--- src/rtl/act_group_packer_pkg.sv ---
// Shared types and defaults for the activation group packer.
// The defaults match the dispatcher activation port.
package act_group_packer_pkg;

  localparam int DATA_WIDTH_DEF             = 8;
  localparam int GROUP_SIZE_DEF             = 4;
  localparam int LOG_MAX_ITERS_DEF          = 16;
  localparam int LOG_MAX_READS_PER_ITER_DEF = 16;
  localparam int ZERO_INFO_DEF              = GROUP_SIZE_DEF;
  localparam int GROUP_W = DATA_WIDTH_DEF * GROUP_SIZE_DEF + ZERO_INFO_DEF;

  typedef enum logic [1:0] {
    IDLE   = 2'd0,
    CONFIG = 2'd1,
    RUN    = 2'd2
  } state_t;

  // Bit j is set when lane j of a packed default-width group is zero.
  function automatic logic [ZERO_INFO_DEF-1:0] pack_zero_info(
    input logic [DATA_WIDTH_DEF*GROUP_SIZE_DEF-1:0] lanes
  );
    logic [ZERO_INFO_DEF-1:0] z;
    z = '0;
    for (int j = 0; j < GROUP_SIZE_DEF; j++) begin
      z[j] = (lanes[j*DATA_WIDTH_DEF +: DATA_WIDTH_DEF] == '0);
    end
    return z;
  endfunction

endpackage

--- src/rtl/act_group_packer_slot.sv ---
// Single-entry valid/avail output register holding one packed group word.
// A clear discards the held word; a load always wins over a same-cycle take.
module act_out_slot
  import act_group_packer_pkg::*;
#(
  parameter int WIDTH = GROUP_W
) (
  input  logic             i_clk,
  input  logic             i_rst_n,
  input  logic             i_clear,
  input  logic             i_load,
  input  logic [WIDTH-1:0] i_data,
  input  logic             i_take,
  output logic [WIDTH-1:0] o_data,
  output logic             o_valid
);

  logic [WIDTH-1:0] r_data;
  logic             r_valid;

  always_ff @(posedge i_clk or negedge i_rst_n) begin
    if (!i_rst_n) begin
      r_data  <= '0;
      r_valid <= 1'b0;
    end else if (i_clear) begin
      r_data  <= '0;
      r_valid <= 1'b0;
    end else if (i_load) begin
      r_data  <= i_data;
      r_valid <= 1'b1;
    end else if (r_valid && i_take) begin
      r_valid <= 1'b0;
    end
  end

  assign o_data  = r_data;
  assign o_valid = r_valid;

endmodule

--- src/rtl/act_group_packer.sv ---
// Packs GROUP_SIZE scalar activations into {zero_info, lanes} words for the
// dispatcher, counting groups per iteration and pulsing done after the last.
module act_group_packer
  import act_group_packer_pkg::*;
#(
  parameter int DATA_WIDTH             = DATA_WIDTH_DEF,
  parameter int GROUP_SIZE             = GROUP_SIZE_DEF,
  parameter int LOG_MAX_ITERS          = LOG_MAX_ITERS_DEF,
  parameter int LOG_MAX_READS_PER_ITER = LOG_MAX_READS_PER_ITER_DEF,
  parameter int ZERO_INFO              = GROUP_SIZE
) (
  input  logic                                        clk,
  input  logic                                        rst,
  input  logic                                        configure,
  input  logic [LOG_MAX_ITERS-1:0]                    num_iters,
  input  logic [LOG_MAX_READS_PER_ITER-1:0]           num_reads_per_iter,
  input  logic [DATA_WIDTH-1:0]                       data_in,
  input  logic                                        valid_in,
  output logic                                        avail_out,
  output logic [DATA_WIDTH*GROUP_SIZE+ZERO_INFO-1:0]  act_data_out,
  output logic                                        act_valid_out,
  input  logic                                        act_avail_in,
  output logic                                        done
);

  localparam int LANES_W    = DATA_WIDTH * GROUP_SIZE;
  localparam int GROUP_BITS = LANES_W + ZERO_INFO;
  localparam int CNT_W      = $clog2(GROUP_SIZE + 1);
  localparam int IDX_W      = (GROUP_SIZE > 1) ? $clog2(GROUP_SIZE) : 1;
  localparam logic [CNT_W-1:0] CNT_FULL = CNT_W'(GROUP_SIZE);
  localparam logic [CNT_W-1:0] CNT_LAST = CNT_W'(GROUP_SIZE - 1);

  state_t r_state, w_state_next;
  logic [CNT_W-1:0]                  r_cnt;
  logic [IDX_W-1:0]                  w_idx;
  logic [LANES_W-1:0]                r_lanes, w_lanes;
  logic [ZERO_INFO-1:0]              r_zero, w_zero;
  logic [LOG_MAX_ITERS-1:0]          r_num_iters, r_iter, r_col_iter, w_iters_m1;
  logic [LOG_MAX_READS_PER_ITER-1:0] r_num_reads, r_group, r_col_group, w_reads_m1;
  logic r_last_col, r_done, w_done_next;
  logic w_run, w_accept, w_full, w_slot_valid, w_slot_free;
  logic w_handoff, w_out_accept, w_final, w_col_final, w_cfg_zero;

  assign w_run        = (r_state == RUN) && !configure;
  assign avail_out    = w_run && (r_cnt < CNT_FULL) && !r_last_col;
  assign w_accept     = valid_in && avail_out;
  assign w_full       = (r_cnt == CNT_FULL) || ((r_cnt == CNT_LAST) && w_accept);
  assign w_slot_free  = !w_slot_valid || act_avail_in;
  assign w_handoff    = w_run && w_full && w_slot_free;
  assign w_out_accept = w_run && w_slot_valid && act_avail_in;
  assign w_iters_m1   = r_num_iters - LOG_MAX_ITERS'(1);
  assign w_reads_m1   = r_num_reads - LOG_MAX_READS_PER_ITER'(1);
  assign w_final      = w_out_accept && (r_group == w_reads_m1) && (r_iter == w_iters_m1);
  assign w_col_final  = w_handoff && (r_col_group == w_reads_m1) && (r_col_iter == w_iters_m1);
  assign w_cfg_zero   = (r_num_iters == '0) || (r_num_reads == '0);
  assign w_idx        = r_cnt[IDX_W-1:0];

  // The group handed off includes the lane being accepted this very cycle.
  always_comb begin
    w_lanes = r_lanes;
    w_zero  = r_zero;
    if (w_accept) begin
      w_lanes[w_idx*DATA_WIDTH +: DATA_WIDTH] = data_in;
      w_zero[w_idx] = (data_in == '0);
    end
  end

  always_comb begin
    w_state_next = r_state;
    w_done_next  = 1'b0;
    if (configure) begin
      w_state_next = CONFIG;
    end else begin
      case (r_state)
        IDLE:   w_state_next = IDLE;
        CONFIG: begin
          if (w_cfg_zero) begin
            w_state_next = IDLE;
            w_done_next  = 1'b1;
          end else begin
            w_state_next = RUN;
          end
        end
        RUN: begin
          if (w_final) begin
            w_state_next = IDLE;
            w_done_next  = 1'b1;
          end
        end
        default: w_state_next = IDLE;
      endcase
    end
  end

  always_ff @(posedge clk or negedge rst) begin
    if (!rst) begin
      r_state <= IDLE;
      r_done  <= 1'b0;
    end else begin
      r_state <= w_state_next;
      r_done  <= w_done_next;
    end
  end

  always_ff @(posedge clk or negedge rst) begin
    if (!rst) begin
      r_cnt   <= '0;
      r_lanes <= '0;
      r_zero  <= '0;
    end else if (configure) begin
      r_cnt   <= '0;
      r_lanes <= '0;
      r_zero  <= '0;
    end else begin
      r_lanes <= w_lanes;
      r_zero  <= w_zero;
      if (w_handoff) begin
        r_cnt <= '0;
      end else if (w_accept) begin
        r_cnt <= r_cnt + CNT_W'(1);
      end
    end
  end

  // Output-side counters track accepted groups; collector-side ones track
  // handed-off groups so input stops once the final group is collected.
  always_ff @(posedge clk or negedge rst) begin
    if (!rst) begin
      r_num_iters <= '0;
      r_num_reads <= '0;
      r_group     <= '0;
      r_iter      <= '0;
      r_col_group <= '0;
      r_col_iter  <= '0;
      r_last_col  <= 1'b0;
    end else if (configure) begin
      r_num_iters <= num_iters;
      r_num_reads <= num_reads_per_iter;
      r_group     <= '0;
      r_iter      <= '0;
      r_col_group <= '0;
      r_col_iter  <= '0;
      r_last_col  <= 1'b0;
    end else begin
      if (w_out_accept) begin
        if (r_group == w_reads_m1) begin
          r_group <= '0;
          r_iter  <= r_iter + LOG_MAX_ITERS'(1);
        end else begin
          r_group <= r_group + LOG_MAX_READS_PER_ITER'(1);
        end
      end
      if (w_handoff) begin
        if (r_col_group == w_reads_m1) begin
          r_col_group <= '0;
          r_col_iter  <= r_col_iter + LOG_MAX_ITERS'(1);
        end else begin
          r_col_group <= r_col_group + LOG_MAX_READS_PER_ITER'(1);
        end
        if (w_col_final) begin
          r_last_col <= 1'b1;
        end
      end
    end
  end

  act_out_slot #(
    .WIDTH(GROUP_BITS)
  ) u_slot (
    .i_clk   (clk),
    .i_rst_n (rst),
    .i_clear (configure),
    .i_load  (w_handoff),
    .i_data  ({w_zero, w_lanes}),
    .i_take  (w_out_accept),
    .o_data  (act_data_out),
    .o_valid (w_slot_valid)
  );

  assign act_valid_out = w_slot_valid;
  assign done          = r_done;

endmodule
--- config.mk ---
export PLATFORM = sky130hd
export DESIGN_NAME = act_group_packer
export DESIGN_NICKNAME = d
export VERILOG_FILES = /design/src/rtl/act_group_packer_pkg.sv /design/src/rtl/act_group_packer_slot.sv /design/src/rtl/act_group_packer.sv
export SDC_FILE = /design/constraint.sdc
export NUM_CORES = 1
export LEC_CHECK = 0
export ABC_AREA = 1
export CORE_MARGIN = 5
export CORE_UTILIZATION = 35
export CTS_CLUSTER_SIZE = 30
export DETAILED_ROUTE_END_ITERATION = 8
export RECOVER_POWER = 50
export SLEW_MARGIN = 20
export SYNTH_ARGS = -nofsm -noshare
export SYNTH_HDL_FRONTEND = slang
export SYNTH_SLANG_ARGS = --single-unit
--- constraint.sdc ---
create_clock -name clk -period 6.6 [get_ports clk]
set_clock_uncertainty 0.2 [all_clocks]
set_input_delay 1.32 -clock clk [delete_from_list [all_inputs] [get_ports clk]]
set_output_delay 1.32 -clock clk [all_outputs]
set_load 0.01 [all_outputs]
* Word-level counts from Yosys, hierarchy flattened
Cells that the tools add are included.
Storage, ports and cells: flip-flop bits (word level) 176, output and inout bits 39, word-level logic and storage cells 109
Cells by class: $add $sub $neg 8, $lt $le $gt $ge 3, equal/unequal tests 9, shift-type cells 2, multiplexer cells 39, reductions and logical operators 34
Operators by type and width (count):
- $mux 16 | 12
- $mux 36 | 2
- $add 16x1->16 const B | 4
- $eq 16x16->1 | 4
- $mux 32 | 2
- $neg 5->34 | 1
- $shift 8x34->32 const A | 1
- $shiftx 8x34->32 | 1
- $bwmux 32 | 1
- $logic_not 16->1 | 2
- $sub 16x1->16 const B | 2
- $logic_and 1x1->1 | 15
- $mux 1 | 10
- $reduce_bool 2->1 | 5
- $mux 3 | 3
- $logic_not 8->1 | 1
- $mux 4 | 2
- $mux 2 | 3
- $reduce_and 2->1 | 3
- $reduce_bool 3->1 | 2
- $bwmux 4 | 1
- $pmux 2 s2 | 1
- $add 3x1->3 const B | 1
- $eq 3x2->1 const B | 1
- other kinds (11) | 15

* Logic depth before layout (Yosys ltp)
depth in word-level cells 14, depth in mapped cells 18

* Hierarchy
From an unflattened synthesis, not the netlist that was laid out.
Second synthesis, totals: cells, all modules 1524, area total of the unflattened synthesis 10895.4 um^2
By module, submodules not included:
- act_group_packer | instances 1, cells each 1363, area each 9395.3 um^2
- act_out_slot | instances 1, cells each 161, area each 1500.2 um^2

* Least setup slack after synthesis
OpenSTA, ideal clock, no wires.
kind input -> output, start point in configure, end point out avail_out, data arrival time 1.696 ns, data required time 5.080 ns, slack 3.384 ns, cell stages on the path 3, path buffers 0, cells stage by stage inv_2 -> nand2_2 -> nor3_4
Between the ends: word-level cells in the longest chain between the ends 4
RTL lines:
- start: declaration | RTL line act_group_packer.sv:14 | input logic configure,
- $logic_not 1->1 | RTL line act_group_packer.sv:44 | assign w_run = (r_state == RUN) && !configure;
- $logic_and 1x1->1 | RTL line act_group_packer.sv:44
- $logic_and 1x1->1 (2 in a row) | RTL line act_group_packer.sv:45 | assign avail_out = w_run && (r_cnt < CNT_FULL) && !r_last_col;
- end: declaration | RTL line act_group_packer.sv:19 | output logic avail_out,
Every way passes these cells.

* Final worst setup path
start point in configure, end point reg u_slot.r_data[25] (netlist: u_slot.o_data[25])
Between the ends: word-level cells in the longest chain between the ends 10
RTL lines:
- $logic_not 1->1 | RTL line act_group_packer.sv:44
- $logic_and 1x1->1 | RTL line act_group_packer.sv:44
- $logic_and 1x1->1 (2 in a row) | RTL line act_group_packer.sv:45
- $logic_and 1x1->1 | RTL line act_group_packer.sv:46 | assign w_accept = valid_in && avail_out;
- $logic_and 1x1->1 | RTL line act_group_packer.sv:47 | assign w_full = (r_cnt == CNT_FULL) || ((r_cnt == CNT_LAST) && w_accept);
- $logic_or 1x1->1 | RTL line act_group_packer.sv:47
- $logic_and 1x1->1 (2 in a row) | RTL line act_group_packer.sv:49 | assign w_handoff = w_run && w_full && w_slot_free;
- $reduce_bool 2->1 (no line)
- end signal: assignment | RTL line act_group_packer_slot.sv:29 | r_data <= i_data;
- end: declaration | RTL line act_group_packer_slot.sv:18 | logic [WIDTH-1:0] r_data;
Several ways; a longest one is shown, not always the timed one. The select of a mux whose other input is x is not followed. A chain may end at the register's enable or synchronous reset.

==> metrics.log <==
INFO  metric hold_buffers = 0
INFO  metric dieHeight = 182.3 um
INFO  metric io_port_bufs = 83
INFO  metric distinct_cell_type_count_of_the_synthesized_netlist = 42
INFO  metric crit_arrival = 4920 ps
INFO  metric post-route-period-util = roughly 73%
INFO  metric floorplan.die_area = 33220 sq um
INFO  metric avgSynthCellArea = 7.227 sq um
INFO  metric crit_chain = buf_4 -> clkbuf_1 -> a211oi_1 -> nand2_1 -> nand2_1
INFO  metric cts-htree-levels = 4
INFO  metric cellLeakagePower = 5.693 nW
INFO  metric drive_gt1_share = 4.752%
INFO  metric grt_start_max_net_pins = 99
INFO  metric cpPeakStageDelay = 2630 ps
INFO  metric worst_skew_pair.late_latency = 440 ps
INFO  metric drt_iter0_drc = ~700
INFO  metric result_of_the_run = finished with violations
INFO  metric vdd_ir_drop_max = 0.1648 mV
INFO  metric worstSetupPathType = in2reg
INFO  metric max_cap_violations = 3
INFO  metric synth.ff_latch_count = about 180
INFO  metric place_hpwl = 20770 um
INFO  metric die_width = 182.3 um
INFO  metric top_level_ports = between 80 and 90
INFO  metric cellPowerDensity = approximately 200 nW/um^2
INFO  metric grt_use_total = around 18%
INFO  metric diode_count = 0
INFO  metric num_vias = 9537
INFO  metric post_cts_buffers = 0
INFO  metric antenna_violating_nets_post_route = 0
INFO  metric worst_setup_hold_path_clk_slew = roughly 70 ps
INFO  metric yosysMostFrequentCell = sky130_fd_sc_hd__nand2_1
INFO  metric synth-warning-count = 0
INFO  metric clkSinkCount = 176
INFO  metric holdCritPathClass = reg2reg
INFO  metric start_util = 35.23%
INFO  metric hold_viol = 0
INFO  metric timing.critical_path.slowest_stage_cell = sky130_fd_sc_hd__clkbuf_1
INFO  metric report.power.total = 2.409 mW
INFO  metric cts_resized = 0
INFO  metric post_synth_inst_count = 1437
INFO  metric crit_top_cell = sky130_fd_sc_hd__nand2_1
INFO  metric synth_area_leaders = sky130_fd_sc_hd__dfrtp_1 42%, sky130_fd_sc_hd__nand2_1 16%, sky130_fd_sc_hd__nand3_1 7.0%
INFO  metric timing.critical_path.to_type = flip-flop
INFO  metric synth_top_area_share = 42.41%
INFO  metric dr.pass1.iters = 5
INFO  metric synth_async_sr_flop_share = 100.0%
INFO  metric grt_overflow_total = 0
INFO  metric max_freq = 0.2084 GHz
INFO  metric timing.final.setup_violations = 0
INFO  metric tritoncts = built
INFO  metric tritoncts.num_buffers = 17
INFO  metric globalplace.congestion = 0.8861
INFO  metric postSynthNetCount = 1497
INFO  metric ys_seq_area_share = between 40% and 50%
INFO  metric number_of_flops_mapped_to_enable_cells_by_yosys = 0
INFO  metric drv_slew = 220
INFO  metric clock_tree.root_cell = sky130_fd_sc_hd__clkbuf_16
INFO  metric synth_area_leader_cell = sky130_fd_sc_hd__dfrtp_1
INFO  metric nature_of_the_critical_path_startpoint = input port
INFO  metric synth_flop_cell = sky130_fd_sc_hd__dfrtp_1
INFO  metric largest_buffer_count_on_any_clock_path = 2
INFO  metric routed_wire_length_per_instance = between 15 and 20 um
INFO  metric fillerInstances = 3073
INFO  metric failed_checks = capacitance limit, slew limit
INFO  metric netlist_area = 10380 sq um
INFO  metric grt_setup_unrepaired = false
INFO  metric detail_route.drc_violations = 0
INFO  metric final.min_clock_period = 4798 ps
INFO  metric slew-limit-headroom = -145.5%
INFO  metric drt_wl_total = 28790 um
INFO  metric area.growth.synth_to_final = 16.61%
INFO  metric first_pass_grt_wire_length = approximately 48000 um
INFO  metric finish.net_count = 1562
INFO  metric totalNegativeSetupSlack = 0 ps
INFO  metric required = 6720 ps
INFO  metric max_slew.worst_pin.slew = between 3000 and 4000 ps
INFO  metric synth_top_cells_by_count = 440 x sky130_fd_sc_hd__nand2_1, 176 x sky130_fd_sc_hd__dfrtp_1, 170 x sky130_fd_sc_hd__inv_1
INFO  metric grt_pass1_vias = 9452
INFO  metric grt_antenna_before_repair = 1
INFO  metric via_per_inst = 5.006
INFO  metric timing.critical_path.fanout_max = 86
INFO  metric placeableCoreArea = 29480 sq um
INFO  metric placement_rows = 63
[per-layer routing]
metal  wire length [um]  share of wire (%)  up-vias  track usage (%)
li1                   -                  -     4766                -
met1              14090                 49     4459            24.74
met2              12580                 44      268            27.41
met3               1625                5.6       42            3.887
met4                481                1.7        2            4.803
met5                 13              0.045        -                0
[state kept, by name, summed over array words and instances, names as in the netlist]
name,cells
done,1
r_cnt,3
r_col_group,16
r_col_iter,16
r_group,16
r_iter,16
r_lanes,32
r_last_col,1
r_num_iters,16
r_num_reads,16
r_state,2
r_zero,4
u_slot.o_data,36
u_slot.o_valid,1
[power breakdown]
group / internal (mW) / switching [mW]
Clock: 0.537 / 0.465
Combinational: 0.0902 / 0.193
Sequential: 1.10 / 0.0247
[final timing paths]
| check | from | end | slack (ps) | cells past startpoint |
|---|---|---|---|---|
| max in group asynchronous | rst | r_iter[13]$_DFFE_PN0P_ | 1920 | 2 |
| worst max-delay path | configure | u_slot.o_data[25]$_DFFE_PN0P_ | 1800 | 5 |
| worst min-delay path | u_slot.o_data[13]$_DFFE_PN0P_ | u_slot.o_data[13]$_DFFE_PN0P_ | 280 | 2 |
| worst max register to register | r_num_reads[0]$_DFFE_PN0P_ | r_group[12]$_DFFE_PN0P_ | 3050 | 15 |
| min in group asynchronous | rst | u_slot.o_data[23]$_DFFE_PN0P_ | 1420 | 1 |
| worst min register to register | u_slot.o_data[13]$_DFFE_PN0P_ | u_slot.o_data[13]$_DFFE_PN0P_ | 280 | 2 |
[kinds of logic after synthesis]
kind of cell | after synthesis | share of synthesized area [%]
AND/OR/NAND/NOR | 811 | 33.78
buffers and inverters | 216 | 8.072
flip-flops | 176 | 42.41
AO/OA/AOI/OAI | 160 | 8.747
XOR/XNOR | 59 | 5.181
adder cells (fa/ha/maj) | 15 | 1.807
[through the flow]
step / setup WS [ps] / hold WS, ps / std cells / area (sq um) / utilization (%)
after CTS: 1974 / 288.5 / 1905 / 12120 / 41.13
after floorplan: 3384 / 263.8 / 1437 / 10390 / -
after global placement: 1996 / 266.9 / 1873 / 11550 / 39.19
after global routing: 1068 / 305.3 / 1905 / 12110 / 41.08
after detailed placement: 1984 / 264.6 / 1873 / 11550 / 39.19
final: 1802 / 279.5 / 1905 / 12110 / 41.08
[cell type report]
type | instances | area, sq um | share of cell area, %
Inverter | 175 | 658.1 | 5.434
Clock inverter | 13 | 126.4 | 1.043
Sequential cell | 176 | 4404 | 36.37
Clock buffer | 19 | 442.9 | 3.657
Tap cell | 390 | 488.0 | 4.029
Timing Repair Buffer | 87 | 845.8 | 6.984
Multi-Input combinational cell | 1045 | 5145 | 42.48
[critical path: cells and delay by family]
family          cells  cell delay [ps]
simple gates        2              270
compound gates      1              360
buf+inv             2             2930
[cells in the final DEF (no fill, tap or decap), types with 4 or more instances in the layout]
cell type / Yosys / layout
sky130_fd_sc_hd__a211oi_1: 25 / 25
sky130_fd_sc_hd__a21oi_1: 37 / 37
sky130_fd_sc_hd__a31oi_1: 7 / 7
sky130_fd_sc_hd__clkbuf_16: 0 / 17
sky130_fd_sc_hd__clkdlybuf4s50_1: 0 / 65
sky130_fd_sc_hd__clkinv_2: 1 / 4
sky130_fd_sc_hd__clkinvlp_4: 0 / 4
sky130_fd_sc_hd__dfrtp_1: 176 / 176
sky130_fd_sc_hd__dlygate4sd3_1: 0 / 16
sky130_fd_sc_hd__ha_1: 15 / 15
sky130_fd_sc_hd__inv_1: 170 / 170
sky130_fd_sc_hd__inv_2: 4 / 4
sky130_fd_sc_hd__nand2_1: 440 / 439
sky130_fd_sc_hd__nand2_2: 9 / 10
sky130_fd_sc_hd__nand3_1: 146 / 146
sky130_fd_sc_hd__nand3b_1: 4 / 4
sky130_fd_sc_hd__nand4_1: 33 / 33
sky130_fd_sc_hd__nor2_1: 126 / 126
sky130_fd_sc_hd__nor2_2: 7 / 7
sky130_fd_sc_hd__nor3_1: 22 / 22
sky130_fd_sc_hd__nor4_1: 6 / 6
sky130_fd_sc_hd__o21ai_0: 63 / 63
sky130_fd_sc_hd__o22ai_1: 22 / 22
sky130_fd_sc_hd__or2_2: 6 / 6
sky130_fd_sc_hd__xnor2_1: 7 / 7
sky130_fd_sc_hd__xor2_1: 50 / 50
Note: power is estimated with default switching activity, not from simulation.
